===== src/rtl/reset_req_ctrl_pkg.sv =====
`default_nettype none
// +----------------------------------------------------------------------------+
// | reset_req_ctrl_pkg                                                         |
// | State encoding and counter sizing shared by the reset request controller.  |
// | Rev 1.0 - initial release                                                  |
// +----------------------------------------------------------------------------+
package reset_req_ctrl_pkg;

  localparam logic [1:0] c_IDLE    = 2'd0;
  localparam logic [1:0] c_FILTER  = 2'd1;
  localparam logic [1:0] c_ASSERT  = 2'd2;
  localparam logic [1:0] c_HOLDOFF = 2'd3;

  // One spare bit above the largest load value so cnt+1 compares cannot wrap.
  function automatic int cnt_width(input int filt, input int ext, input int hold);
    int m;
    m = filt;
    if (ext > m) m = ext;
    if (hold > m) m = hold;
    return $clog2(m) + 1;
  endfunction

endpackage
`default_nettype wire


===== src/rtl/reset_req_sync.sv =====
`default_nettype none
// +----------------------------------------------------------------------------+
// | reset_req_sync                                                             |
// | N-bit two-flop synchronizer for active-low pin inputs, presets to 1.       |
// | Rev 1.0 - initial release                                                  |
// +----------------------------------------------------------------------------+
module reset_req_sync #(
  parameter int WIDTH = 1
) (
  input  logic             clk,
  input  logic             rst,
  input  logic [WIDTH-1:0] i_d,
  output logic [WIDTH-1:0] o_q
);

  logic [WIDTH-1:0] r_meta;
  logic [WIDTH-1:0] r_sync;

  always_ff @(posedge clk or posedge rst) begin
    if (rst) begin
      r_meta <= '1;
      r_sync <= '1;
    end else begin
      r_meta <= i_d;
      r_sync <= r_meta;
    end
  end

  assign o_q = r_sync;

endmodule
`default_nettype wire


===== src/rtl/reset_req_ctrl.sv =====
`default_nettype none
// +----------------------------------------------------------------------------+
// | reset_req_ctrl                                                             |
// | Multi-source filtered, stretched reset request with hold-off and cause     |
// | latch. Define RESET_REQ_CTRL_SW_EN to add the sw_req software request.     |
// | Rev 1.0 - initial release                                                  |
// +----------------------------------------------------------------------------+
module reset_req_ctrl
  import reset_req_ctrl_pkg::*;
#(
  parameter int N_SRC         = 2,
  parameter int FILTER_COUNT  = 2,
  parameter int EXTEND_COUNT  = 5,
  parameter int HOLDOFF_COUNT = 3
) (
  input  logic             clk,
  input  logic             rst,
  input  logic             ce,
  input  logic [N_SRC-1:0] req_n,
  input  logic [N_SRC-1:0] mask,
  input  logic             cause_clr,
`ifdef RESET_REQ_CTRL_SW_EN
  input  logic             sw_req,
  output logic [N_SRC:0]   cause,
`else
  output logic [N_SRC-1:0] cause,
`endif
  output logic             reset_req_out,
  output logic             busy
);

`ifdef RESET_REQ_CTRL_SW_EN
  localparam int c_CW = N_SRC + 1;
`else
  localparam int c_CW = N_SRC;
`endif

  localparam int             CNT_W       = cnt_width(FILTER_COUNT, EXTEND_COUNT, HOLDOFF_COUNT);
  localparam logic [CNT_W-1:0] c_ONE      = CNT_W'(1);
  localparam logic [CNT_W-1:0] c_FILT_CNT = CNT_W'(FILTER_COUNT);
  localparam logic [CNT_W-1:0] c_EXT_LOAD = CNT_W'(EXTEND_COUNT - 1);
  localparam logic [CNT_W-1:0] c_HOLD_LOAD = CNT_W'((HOLDOFF_COUNT > 0) ? HOLDOFF_COUNT - 1 : 0);
  localparam bit               c_HOLD_EN   = (HOLDOFF_COUNT > 0);

  logic [N_SRC-1:0] w_req_n_sync;
  logic [N_SRC-1:0] w_act;
  logic             w_any_act;

  logic [1:0]       r_state;
  logic [1:0]       w_state_nxt;
  logic [CNT_W-1:0] r_cnt;
  logic [CNT_W-1:0] w_cnt_nxt;
  logic [N_SRC-1:0] w_src_set;
  logic [c_CW-1:0]  w_cause_set;
  logic [c_CW-1:0]  r_cause;
  logic             r_req_out;
  logic             r_busy;
  logic             w_req_out_nxt;
  logic             w_busy_nxt;

`ifdef RESET_REQ_CTRL_SW_EN
  logic r_sw_pend;
  logic w_sw_take;
`endif

  reset_req_sync #(
    .WIDTH (N_SRC)
  ) u_sync (
    .clk (clk),
    .rst (rst),
    .i_d (req_n),
    .o_q (w_req_n_sync)
  );

  assign w_act     = ~w_req_n_sync & ~mask;
  assign w_any_act = |w_act;

  always_ff @(posedge clk or posedge rst) begin
    if (rst) begin
      r_state   <= c_IDLE;
      r_cnt     <= '0;
      r_req_out <= 1'b0;
      r_busy    <= 1'b0;
      r_cause   <= '0;
    end else begin
      r_state   <= w_state_nxt;
      r_cnt     <= w_cnt_nxt;
      r_req_out <= w_req_out_nxt;
      r_busy    <= w_busy_nxt;
      // A set in the same cycle as a clear survives the clear.
      r_cause   <= (cause_clr ? '0 : r_cause) | w_cause_set;
    end
  end

`ifdef RESET_REQ_CTRL_SW_EN
  always_ff @(posedge clk or posedge rst) begin
    if (rst) begin
      r_sw_pend <= 1'b0;
    end else begin
      r_sw_pend <= (r_sw_pend & ~w_sw_take) | sw_req;
    end
  end
`endif

  always_comb begin
    w_state_nxt = r_state;
    w_cnt_nxt   = r_cnt;
    w_src_set   = '0;
`ifdef RESET_REQ_CTRL_SW_EN
    w_sw_take   = 1'b0;
`endif
    if (ce) begin
      case (r_state)
        c_IDLE: begin
`ifdef RESET_REQ_CTRL_SW_EN
          if (r_sw_pend) begin
            w_state_nxt = c_ASSERT;
            w_cnt_nxt   = c_EXT_LOAD;
            w_sw_take   = 1'b1;
          end else
`endif
          if (w_any_act) begin
            if (FILTER_COUNT == 1) begin
              w_state_nxt = c_ASSERT;
              w_cnt_nxt   = c_EXT_LOAD;
              w_src_set   = w_act;
            end else begin
              w_state_nxt = c_FILTER;
              w_cnt_nxt   = c_ONE;
            end
          end
        end
        c_FILTER: begin
          if (!w_any_act) begin
            w_state_nxt = c_IDLE;
          end else if (r_cnt + c_ONE == c_FILT_CNT) begin
            w_state_nxt = c_ASSERT;
            w_cnt_nxt   = c_EXT_LOAD;
            w_src_set   = w_act;
          end else begin
            w_cnt_nxt   = r_cnt + c_ONE;
          end
        end
        c_ASSERT: begin
          if (r_cnt == '0) begin
            if (c_HOLD_EN) begin
              w_state_nxt = c_HOLDOFF;
              w_cnt_nxt   = c_HOLD_LOAD;
            end else begin
              w_state_nxt = c_IDLE;
            end
          end else begin
            w_cnt_nxt = r_cnt - c_ONE;
          end
        end
        c_HOLDOFF: begin
          if (r_cnt == '0) begin
            w_state_nxt = c_IDLE;
          end else begin
            w_cnt_nxt = r_cnt - c_ONE;
          end
        end
        default: begin
          w_state_nxt = c_IDLE;
          w_cnt_nxt   = '0;
        end
      endcase
    end
  end

  always_comb begin
    w_req_out_nxt = (w_state_nxt == c_ASSERT);
    w_busy_nxt    = (w_state_nxt != c_IDLE);
    w_cause_set   = '0;
    w_cause_set[N_SRC-1:0] = w_src_set;
`ifdef RESET_REQ_CTRL_SW_EN
    w_cause_set[N_SRC] = w_sw_take;
`endif
  end

  assign reset_req_out = r_req_out;
  assign busy          = r_busy;
  assign cause         = r_cause;

endmodule
`default_nettype wire


===== config.mk =====
export PLATFORM = sky130hd
export DESIGN_NAME = reset_req_ctrl
export DESIGN_NICKNAME = d
export VERILOG_FILES = /design/src/rtl/reset_req_ctrl_pkg.sv /design/src/rtl/reset_req_sync.sv /design/src/rtl/reset_req_ctrl.sv
export SDC_FILE = /design/constraint.sdc
export NUM_CORES = 1
export LEC_CHECK = 0
export CAP_MARGIN = 20
export CORE_MARGIN = 10
export CORE_UTILIZATION = 55
export CTS_CLUSTER_SIZE = 25
export DETAILED_ROUTE_END_ITERATION = 8
export DONT_BUFFER_PORTS = 1
export PLACE_DENSITY = 0.7
export SLEW_MARGIN = 20
export SYNTH_ARGS = -nofsm -noshare
export SYNTH_HDL_FRONTEND = slang
export SYNTH_HIERARCHICAL = 1
export SYNTH_SLANG_ARGS = --single-unit

===== constraint.sdc =====
create_clock -name clk -period 2.15 [get_ports clk]
set_clock_uncertainty 0.05 [all_clocks]
set_input_delay 0.3225 -clock clk [delete_from_list [all_inputs] [get_ports clk]]
set_output_delay 0.3225 -clock clk [all_outputs]
set_load 0.03 [all_outputs]

**Word-level counts from Yosys, hierarchy flattened**

Index checks and enable logic that the tools add are counted.

- Bits in registers: 14
- Bits in latches: 0
- RAM bits: 0
- Memory bits (read-only): 0
- Input bits: 8
- Output and inout bits: 4
- Word-level logic and storage cells: 44
- Memories: 0

- $add $sub $neg: 2
- Multiply operators: 0
- Div/mod/pow operators: 0
- Magnitude comparators: 0
- Equality and inequality tests: 8
- Shifts and indexed selects: 0
- Multiplexer cells: 18
- Bitwise gates (word level): 4
- Reduce and logical (&&, ||, !) cells: 5

Operator list:

| cell | count |
|---|---|
| $mux W2 | 11 |
| $mux W4 | 5 |
| $pmux W4 S4 | 1 |
| $pmux W2 S4 | 1 |
| $eq A2 B2 Y1 const B | 3 |
| $ne A2 B2 Y1 const B | 3 |
| $add A4 B1 Y4 const B | 1 |
| $eq A4 B2 Y1 const B | 1 |
| $logic_not A4 Y1 | 1 |
| $not A2 Y2 | 2 |
| $reduce_and A4 Y1 | 1 |
| $sub A4 B1 Y4 const B | 1 |
| $and A2 B2 Y2 | 1 |
| $eq A2 B1 Y1 const B | 1 |
| $logic_not A2 Y1 | 1 |
| $or A2 B2 Y2 | 1 |
| $reduce_bool A2 Y1 | 1 |
| $reduce_or A2 Y1 | 1 |

**Longest topological paths before layout**

- Word-level depth: 7
- Mapped depth: 7
- Mapped depth without buffers: 7

**Hierarchy**

The synthesis kept the hierarchy.

Modules (own cells, without submodules):

| module | times used | cells an instance | area each (um^2) | sequential area each (um^2) |
|---|---|---|---|---|
| reset_req_ctrl | 1 | 83 | 723.2 | 250.2 |
| reset_req_sync | 1 | 5 | 108.9 | 105.1 |

**Worst setup path after synthesis**

Ideal clock, no wire load.

- Kind: reg2reg
- From: reg r_cnt[0]
- To: reg r_cnt[2]
- Library setup time: 0.123 ns
- Arrival: 1.609 ns
- Setup slack: 0.368 ns
- Stages on the path, launching flop included: 8
- Buffers on the path: 0
- Period minus slack after synthesis: 1.782 ns
- Path through: dfrtp_1 -> inv_1 -> ha_1 -> or3b_2 -> o211ai_1 -> a21oi_1 -> o211ai_1 -> nand2_1

- Cells in the longest elaborated chain, start to end: 5

Ends and longest elaborated chain:

| what | RTL line | source |
|---|---|---|
| start, declared | reset_req_ctrl.sv:51 | `logic [CNT_W-1:0] r_cnt;` |
| start signal, assigned | reset_req_ctrl.sv:87 | `r_cnt <= w_cnt_nxt;` |
| $add A4 B1 Y4 | reset_req_ctrl.sv:136, reset_req_ctrl.sv:141 |  |
| $eq A4 B2 Y1 | reset_req_ctrl.sv:136 | `end else if (r_cnt + c_ONE == c_FILT_CNT) begin` |
| $mux W4 | reset_req_ctrl.sv:136 |  |
| $mux W4 | reset_req_ctrl.sv:134 | `if (!w_any_act) begin` |
| $pmux W4 S4 | reset_req_ctrl.sv:113 | `case (r_state)` |

Several ways; a longest one is shown, not always the timed one. The select of a mux whose other input is x is not followed.
A chain may end at the register's enable or synchronous reset.

**Final worst setup path**

- From: reg r_cnt[1]
- To: reg r_cnt[2]

Same word-level chain as after synthesis.

==> flow_summary.yaml <==
timing:
  slew-limit-headroom_pct: 68.4
  worstMarginPinSlew_ns: 0.469
  fin_crit_sh_pct: 92.9
  tns_ns: 0
  min_period_ns: 2.00
  finalMaxSlewViolations: 0
  grt_setup_unrepaired: "no"
  setup_violations: 0
  max_freq_mhz: 501
  hold_viol_final: 0
power:
  sw_frac_of_total_pct: 44.1
  clockPowerShare_pct: 15.0
  switching_power_uw: 549
  p_leak_uw: 0.000392
  p_comb_share_pct: 44.9
  power.share.sequential_pct: 40.1
  peakVddDrop_uv: 846
  intPower_uw: 695
  p_per_area_nw_per_um2: 1360
worst_setup_path:
  critPathRequiredTime_ns: 2.27
  path_delay_family: "simple AND/OR/NAND/NOR gates"
  slowest_delay_ns: 0.49
  crit_path_end_kind: "flop"
  path_cells: "inv_1 > ha_1 > or3b_2 > o211ai_1 > a21oi_1 > o211ai_1 > nand2_1"
  setup.worst_path.start: "r_cnt[1]"
  path_buf_inv: 1
  crit_type: "reg2reg"
  cp_max_fo: 8
  cpMostUsedCell: "o211ai_1"
  cp_data_arrival_time_ns: 2.12
  r2r_start: "r_cnt[1]"
  startpoint_type: "flop"
  cp_slowest_cell: "or3b_2"
  reg2reg_slack_ns: 0.15
floorplanning:
  coreArea_um2: 1370
  start_util_pct: 60.9
  io_pins: 12
  rows: 13
  die_h_um: 58.9
  dieWidth_um: 58.9
  fp.dieArea_um2: 3470
worst_hold_path:
  hold_path.startpoint: "cause_clr"
  hp-class: "in2reg"
detailed_routing:
  wirelength_mm: 1.82
  via_per_inst: 6.54
  first_pass_iters: 6
  wl_per_cell_um: 17.0
  dr_total_vias: 700
  ant_nets: 0
  post-route-drc-count: 0
  drt_first_iter_violations: 20
placed_design:
  dp_hpwl_mm: 1.34
  port_buffers: 0
  post_dp_cell_area_um2: 838
  place_congestion: 0.852
job:
  drv_cap: 0
outcome:
  status: "finished, final reports clean"
synth:
  ys_seq_area_share_pct: 42.7
  ys_seq_elements: 14
  synth_fp_nets: 100
  synth-async-reset-ratio_pct: 100
  syn_area_um2: 832
  syn_avg_cell_area_um2: 9.46
  synth-edff-count: 0
  synth_flop_cell: "dfrtp_1"
  ys_warn_count: 6
  synthCells: 88
  synth_cell_types: 37
grt:
  track_usage_pct: 10.8
  grt_max_degree: 13
  grt_pass1_vias: 610
  grt_antenna_before_repair: 0
  grt.overflow.total: 0
  grt_pass1_wl_mm: 2.84
clock_tree:
  cts_root_buf: "clkbuf_4"
  cts_buffers: 3
  cts_max_level: 1
  clkLatencyLatePin_ns: 0.28
  cts_tree: "done"
  clock_path_buffers: 2
  clkTransAtPathRegs_ns: 0.08
  post_cts_buffers: 0
  cts.sinks: 14
final_layout:
  syn_to_final_growth_pct: 9.62
  layout-drive-gt1-share_pct: 19.6
  nets: 105
  final_cell_area_um2: 912
  diodes: 0
  n_fill_cell: 104
==> flip-flops by register name, indices dropped and copies added (netlist names) <==
| register | cells |
|---|---|
| u_sync/o_q | 2 |
| r_cnt | 4 |
| cause | 2 |
| reset_req_out | 1 |
| r_state | 2 |
| u_sync/r_meta | 2 |
| busy | 1 |
==> metal layers <==
layer / part of all wire (%) / GRT usage [%]
met1: 39 / 12.3
met2: 48 / 15.9
met3: 9.7 / 5.58
met4: 3.0 / 5.90
met5: 0 / 0
==> through the flow <==
stage               utilization, %  total power, µW  cells  hold WS (ns)  setup WS, ns
global route                  66.8             1340    107        0.0665        0.0440
floorplan                        -              914     88         0.113         0.368
finish                        66.8             1240    107        0.0738         0.153
detailed placement            61.4             1030    100         0.159         0.164
CTS                           66.2             1220    107        0.0673         0.152
global placement              61.4             1030    100         0.163         0.111
==> synthesized netlist by cell type (2+ instances only) <==
cell type,n,area [µm²]
dfrtp_1,10,250
inv_1,8,30.0
nand2_1,8,30.0
a21oi_1,5,25.0
dfstp_2,4,105
ha_1,4,50.1
nor2_1,4,15.0
o21ai_0,4,20.0
a211oi_1,3,22.5
nand2b_1,3,18.8
nor2b_1,3,18.8
o211ai_1,3,22.5
clkbuf_1,2,7.51
o22ai_1,2,12.5
o32ai_1,2,17.5
or3b_2,2,17.5
==> kinds of logic after synthesis <==
kind of cell	share of synthesized area (%)
adders and majority gates	6.02
AOI/OAI and AO/OA	23.6
DFF	42.7
and+or+nand+nor	20.3
buffers and inverters	6.02
muxes	1.35
==> power by group through the flow <==
stage | sequential (µW) | combinational [µW] | clock, µW
after floorplan | 428 | 485 | 0
after global placement | 492 | 535 | 0
after detailed placement | 499 | 531 | 0
after CTS | 494 | 537 | 190
after global routing | 515 | 618 | 205
final | 499 | 559 | 187
==> cell type report <==
class	count	area, µm²	share of cell area [%]
repair buffers	4	37.5	4.12
multi-input cells	62	434	47.6
well taps	15	18.8	2.06
clock buffers	4	36.3	3.98
inverters	8	30.0	3.29
flip-flops and latches	14	355	39.0
==> layout by cell type, fill, tap and decap left out, drive strengths merged, types with 2 or more instances in the layout <==
| cell | instances |
|---|---|
| a211oi | 3 |
| nor3b | 2 |
| nand2 | 8 |
| dlygate4sd3 | 3 |
| a21oi | 6 |
| o211ai | 3 |
| o22ai | 2 |
| nand2b | 3 |
| dfrtp | 10 |
| o21ai | 4 |
| ha | 4 |
| or3b | 2 |
| inv | 8 |
| o32ai | 2 |
| dfstp | 4 |
| clkbuf | 4 |
| and2 | 2 |
| nor2 | 4 |
| nor2b | 3 |
==> worst register-to-register path, stage by stage (launching register included) <==
cell and delay [ns]:
dfrtp_1 0.47, inv_1 0.15, ha_1 0.22, or3b_2 0.49, o211ai_1 0.17, a21oi_1 0.10, o211ai_1 0.17, nand2_1 0.08
==> what timing repair did <==
item / 4_1_cts / 5_1_grt
endpoints found under the hold margin: 16 / 0
gates resized for setup: 0 / 3
hold buffers: 3 / 0
setup endpoints to repair: 0 / 6
==> worst paths after layout <==
check                                end  depth (start not counted)
hold reg to reg            u_sync/o_q[1]                          0
setup reg to reg                r_cnt[2]                          7
hold / removal                  cause[1]                          1
max in group asynchronous       r_cnt[0]                          2
min in group asynchronous       r_cnt[3]                          2
setup / recovery                r_cnt[2]                          7
Power figures use the tool's default switching activity.
